[config.mk]
export PLATFORM = sky130hd
export DESIGN_NAME = mem_port_arbiter
export DESIGN_NICKNAME = d
export VERILOG_FILES = /design/src/rtl/mem_port_arbiter.sv
export SDC_FILE = /design/constraint.sdc
export NUM_CORES = 1
export LEC_CHECK = 0
export CAP_MARGIN = 20
export CORE_MARGIN = 3
export CORE_UTILIZATION = 41
export CTS_CLUSTER_DIAMETER = 80
export CTS_CLUSTER_SIZE = 16
export DETAILED_ROUTE_END_ITERATION = 10
export PLACE_DENSITY_LB_ADDON = 0.2
export RECOVER_POWER = 100
export SETUP_SLACK_MARGIN = 0.05
export SLEW_MARGIN = 10
export SYNTH_ARGS = -nofsm -noshare
export SYNTH_HDL_FRONTEND = slang
export SYNTH_SLANG_ARGS = --single-unit
[constraint.sdc]
create_clock -name clk -period 2 [get_ports clk]
set_input_delay 0.3 -clock clk [delete_from_list [all_inputs] [get_ports clk]]
set_output_delay 0.3 -clock clk [all_outputs]
set_load 0.05 [all_outputs]
[src/rtl/mem_port_arbiter.sv]
// Purpose: shares the single-port data RAM between the CPU decoder and the ext loader (ext priority, CPU starvation bound).
// Latency: grant one cycle after a request is sampled in IDLE; read data RD_LAT+1 cycles after the grant.
// Backpressure: a requester holds its command until its gnt; requests are only sampled in IDLE.
module mem_port_arbiter #(
    parameter int RD_LAT  = 1,
    parameter int EXT_MAX = 4
) (
    input  logic        clk,
    input  logic        rst,
    input  logic        cpu_req,
    input  logic        cpu_we,
    input  logic [7:0]  cpu_addr,
    input  logic [15:0] cpu_wdata,
    output logic        cpu_gnt,
    output logic [15:0] cpu_rdata,
    output logic        cpu_rvalid,
    input  logic        ext_req,
    input  logic        ext_we,
    input  logic [7:0]  ext_addr,
    input  logic [15:0] ext_wdata,
    output logic        ext_gnt,
    output logic [15:0] ext_rdata,
    output logic        ext_rvalid,
    output logic        ram_en,
    output logic        ram_we,
    output logic [7:0]  ram_addr,
    output logic [15:0] ram_wdata,
    input  logic [15:0] ram_rdata,
    output logic        busy
);

    typedef enum logic [1:0] {IDLE, ISSUE, RD_WAIT} state_t;

    state_t      state, state_nxt;
    logic [3:0]  starve_cnt, starve_nxt;
    logic [1:0]  wait_cnt, wait_nxt;
    logic        owner, owner_nxt;      // 1 = ext owns the outstanding transaction
    logic        launch, ext_win, rd_done;
    logic        win_we;
    logic [7:0]  win_addr;
    logic [15:0] win_wdata;

    always_ff @(posedge clk) begin
        if (rst) begin
            state      <= IDLE;
            starve_cnt <= '0;
            wait_cnt   <= '0;
            owner      <= 1'b0;
            cpu_gnt    <= 1'b0;
            ext_gnt    <= 1'b0;
            cpu_rvalid <= 1'b0;
            ext_rvalid <= 1'b0;
            cpu_rdata  <= '0;
            ext_rdata  <= '0;
            ram_en     <= 1'b0;
            ram_we     <= 1'b0;
            ram_addr   <= '0;
            ram_wdata  <= '0;
            busy       <= 1'b0;
        end else begin
            state      <= state_nxt;
            starve_cnt <= starve_nxt;
            wait_cnt   <= wait_nxt;
            owner      <= owner_nxt;
            cpu_gnt    <= launch && !ext_win;
            ext_gnt    <= launch && ext_win;
            ram_en     <= launch;
            ram_we     <= launch && win_we;
            if (launch) begin
                ram_addr  <= win_addr;
                ram_wdata <= win_wdata;
            end
            cpu_rvalid <= rd_done && !owner;
            ext_rvalid <= rd_done && owner;
            if (rd_done && !owner) cpu_rdata <= ram_rdata;
            if (rd_done && owner)  ext_rdata <= ram_rdata;
            busy       <= (state_nxt != IDLE);
        end
    end

    always_comb begin
        state_nxt = state;
        case (state)
            IDLE:    if (cpu_req || ext_req) state_nxt = ISSUE;
            ISSUE:   state_nxt = ram_we ? IDLE : RD_WAIT;
            RD_WAIT: if (wait_cnt == 2'd0) state_nxt = IDLE;
            default: state_nxt = IDLE;
        endcase
    end

    always_comb begin
        launch    = (state == IDLE) && (cpu_req || ext_req);
        ext_win   = ext_req && (!cpu_req || (starve_cnt < 4'(EXT_MAX)));
        win_we    = ext_win ? ext_we    : cpu_we;
        win_addr  = ext_win ? ext_addr  : cpu_addr;
        win_wdata = ext_win ? ext_wdata : cpu_wdata;
        rd_done   = (state == RD_WAIT) && (wait_cnt == 2'd0);
        owner_nxt = launch ? ext_win : owner;

        // Only an ext grant over a waiting CPU counts toward starvation.
        starve_nxt = starve_cnt;
        if (launch) starve_nxt = (ext_win && cpu_req) ? starve_cnt + 4'd1 : 4'd0;

        wait_nxt = wait_cnt;
        if (state == ISSUE && !ram_we)
            wait_nxt = 2'(RD_LAT - 1);
        else if (state == RD_WAIT && wait_cnt != 2'd0)
            wait_nxt = wait_cnt - 2'd1;
    end

endmodule

==> out/metrics.cfg <==
[run_status]
outcome=finished, final reports clean

[power_and_ir_drop]
sw_frac_of_total_pct=30.6
power_switching_uw=1050
p_int_uw=2370
ir_drop_mv=0.418
power_frac_comb_pct=22.4
p_leak_uw=0.00174
seq_power_share_pct=45.0
power_density_nw_per_um2=760
clock_power_share_pct=32.6

[timing]
setup_viol=0
slew_headroom_pct=57.4
setup_ws_ps=125
hold_viol=0
slew_viol_final=0
rsz0062_at_grt=false
post-route-min-period_ps=1880
skew_ps=7.22
max_slew.worst_pin.slew_ps=639
hold_slack_ps=452
fin_crit_sh_pct=93.8
fmax_ghz=0.533
setup_tns_ps=0

[cells_and_area]
diodes=0
instances_no_fill=582
nFillCells=561
final_cell_area_sq_um=4500
register_area_sq_um=1440
drive_above_1_share_pct=7.77
nNetsFinal=556
area_delta_synth_final_pct=56.6
multi_input_area_sq_um=1270

[clocking]
path_clk_slew_ps=80
postCtsHoldBufs=0
clock_latency_ps=340
clockBufferDepth=2
clock-sinks=72
cts_tree=done
cts_resized=0
cts_buffers=9
postCtsSetupBuffers=0
root_buffer=clkbuf_8
cts.htree.levels=3

[floorplan]
io_pins=133
initial_core_util_pct=43.7
core_sq_um=6570
rows=29
die_h_microns=89.7
die_area_sq_um=8050
dieWidth_microns=89.7

[global_route]
grtUsageTotal_pct=21.5
overflow=0
grt_pass1_vias=2947
grt_max_degree=34
grt_pass1_wl_microns=14300
antenna_found_initial=0

[logic_synthesis]
synth_cells=354
synth-seq-cells=72
ys_types=34
syn-num-nets=426
avgSynthCellArea_sq_um=8.12
ys_seq_area_share_pct=50.2
ys_warn_count=0
syn-cell-area_sq_um=2870

[worst_setup_path]
worst-path-buf-inv=1
critPathSlowestCell=dlygate4sd3_1
crit_cells=1
start_kind=flip-flop
cpPeakStageDelay_ps=890
worstSetupStartpoint=ram_addr[2]
worstPathRequired_ps=1700
worstPathCellList=dlygate4sd3_1
path_class=reg -> out
r2r_end=starve_cnt[2]
reg2regPathDepth=4
r2r_slack_ps=310
endpoint_kind=output port
reg2reg_from=state[1]
cp_max_fo=2
cp.arrival_ps=1580
critPathCapture=ram_addr[2]
cpLargestDelayFamily=buffers and inverters

[flow_run]
drv_cap=0

[routing]
wire_per_inst_microns=15.1
drc=0
postRouteAntennaNets=0
vias=3080
routed_via_density=5.29
dr.pass1.iters=4
drtIter0Drc=158
drt-total-wl_microns=8800

[min_path]
hold_class=reg -> reg

[placement]
pre_cts_ws_ps=208
place_area_sq_um=4370
place_hpwl_microns=6200
place.gp.congestion=0.820
io_buffer_count=132
numPlacedInstances=566

-- layout by cell type (no fill, tap or decap), types with 4 or more instances in the layout --
master	instances
clkbuf_2	4
inv_1	5
o21ai_0	30
a31oi_1	24
clkbuf_8	9
nand3_1	51
dlygate4sd3_1	63
dfxtp_1	72
nor2_1	6
a21oi_1	36
nand2_1	65
buf_4	13
clkdlybuf4s50_1	68
-- sequential cells by signal, summed over array words and instances (netlist names), 2 cells and up --
| register | flops |
|---|---|
| cpu_rdata | 16 |
| ram_addr | 8 |
| starve_cnt | 4 |
| wait_cnt | 2 |
| ram_wdata | 16 |
| ext_rdata | 16 |
| state | 2 |
-- Yosys cell counts --
cell type / number / area [sq um]
dfxtp_1: 72 / 1440
nand2_1: 65 / 244
nand3_1: 51 / 255
a21oi_1: 36 / 180
o21ai_0: 31 / 155
a31oi_1: 24 / 150
clkbuf_1: 20 / 75.1
buf_2: 10 / 50.1
nor2_1: 7 / 26.3
inv_1: 5 / 18.8
a211oi_1: 3 / 22.5
a2111oi_0: 2 / 17.5
buf_1: 2 / 7.51
ha_1: 2 / 25.0
nor3_1: 2 / 10.0
nor3b_1: 2 / 15.0
nor4b_1: 2 / 17.5
or3b_1: 2 / 17.5
a2111o_1: 1 / 11.3
a21boi_1: 1 / 7.51
a311oi_1: 1 / 8.76
and2_1: 1 / 6.26
and4b_1: 1 / 10.0
buf_4: 1 / 7.51
nand2b_1: 1 / 6.26
nand4_1: 1 / 6.26
nand4b_1: 1 / 8.76
nand4bb_1: 1 / 11.3
nor2b_1: 1 / 6.26
nor3b_2: 1 / 12.5
nor3b_4: 1 / 18.8
nor4bb_1: 1 / 10.0
or2_1: 1 / 6.26
or2_2: 1 / 6.26
-- power groups by stage --
stage,Combinational [uW],Sequential [uW],Clock [uW]
after detailed placement,803,1580,0
after global placement,794,1570,0
final,766,1540,1120
after CTS,807,1540,1130
after global routing,811,1550,1190
after floorplan,210,1800,0
-- per-stage QoR --
stage,utilization [%],power (uW)
after CTS,69.4,3480
after global routing,68.5,3550
after global placement,66.5,2370
final,68.5,3420
after floorplan,-,2010
after detailed placement,66.5,2380
-- final cells by class --
| type | instances | area share [%] |
|---|---|---|
| sequential | 72 | 32.0 |
| inverter | 5 | 0.417 |
| multi-input combinational | 244 | 28.3 |
| clock buffer | 10 | 2.84 |
| clock inverter | 6 | 1.33 |
| timing repair buffer | 152 | 32.5 |
| tap | 93 | 2.59 |
-- cell families after synthesis --
| kind of cell | count (synthesis) | synth area share [%] |
|---|---|---|
| compound gates | 99 | 19.3 |
| simple gates | 143 | 24.2 |
| flops | 72 | 50.2 |
| fa+ha+maj | 2 | 0.871 |
| buf+inv | 38 | 5.53 |
-- worst min path at each step --
stage / startpoint / to / slack (ps) / cells past startpoint
2_1_floorplan: ext_req / cpu_gnt / 390 / 1
6_report: cpu_rdata[14] / cpu_rdata[14] / 450 / 2
4_1_cts: cpu_rdata[3] / cpu_rdata[3] / 460 / 2
3_5_place_dp: cpu_rdata[3] / cpu_rdata[3] / 450 / 2
5_1_grt: ext_rdata[7] / ext_rdata[7] / 470 / 2
3_3_place_gp: cpu_rdata[14] / cpu_rdata[14] / 440 / 2
-- routing by layer --
layer  up-vias  track usage (%)  part of all wire, %
li1       1513                -                    -
met1      1443             27.2                   43
met2       116             34.0                   48
met3         8             7.60                  8.2
met4         0             7.79                  1.2
met5         -                0                    0
-- worst register-to-register path, cell delays in order (launching register included) --
cell      delay, ps
dfxtp_1         330
or2_1           460
clkbuf_2        410
o21ai_0         140
a211oi_1        260
Power figures use the tool's default switching activity.
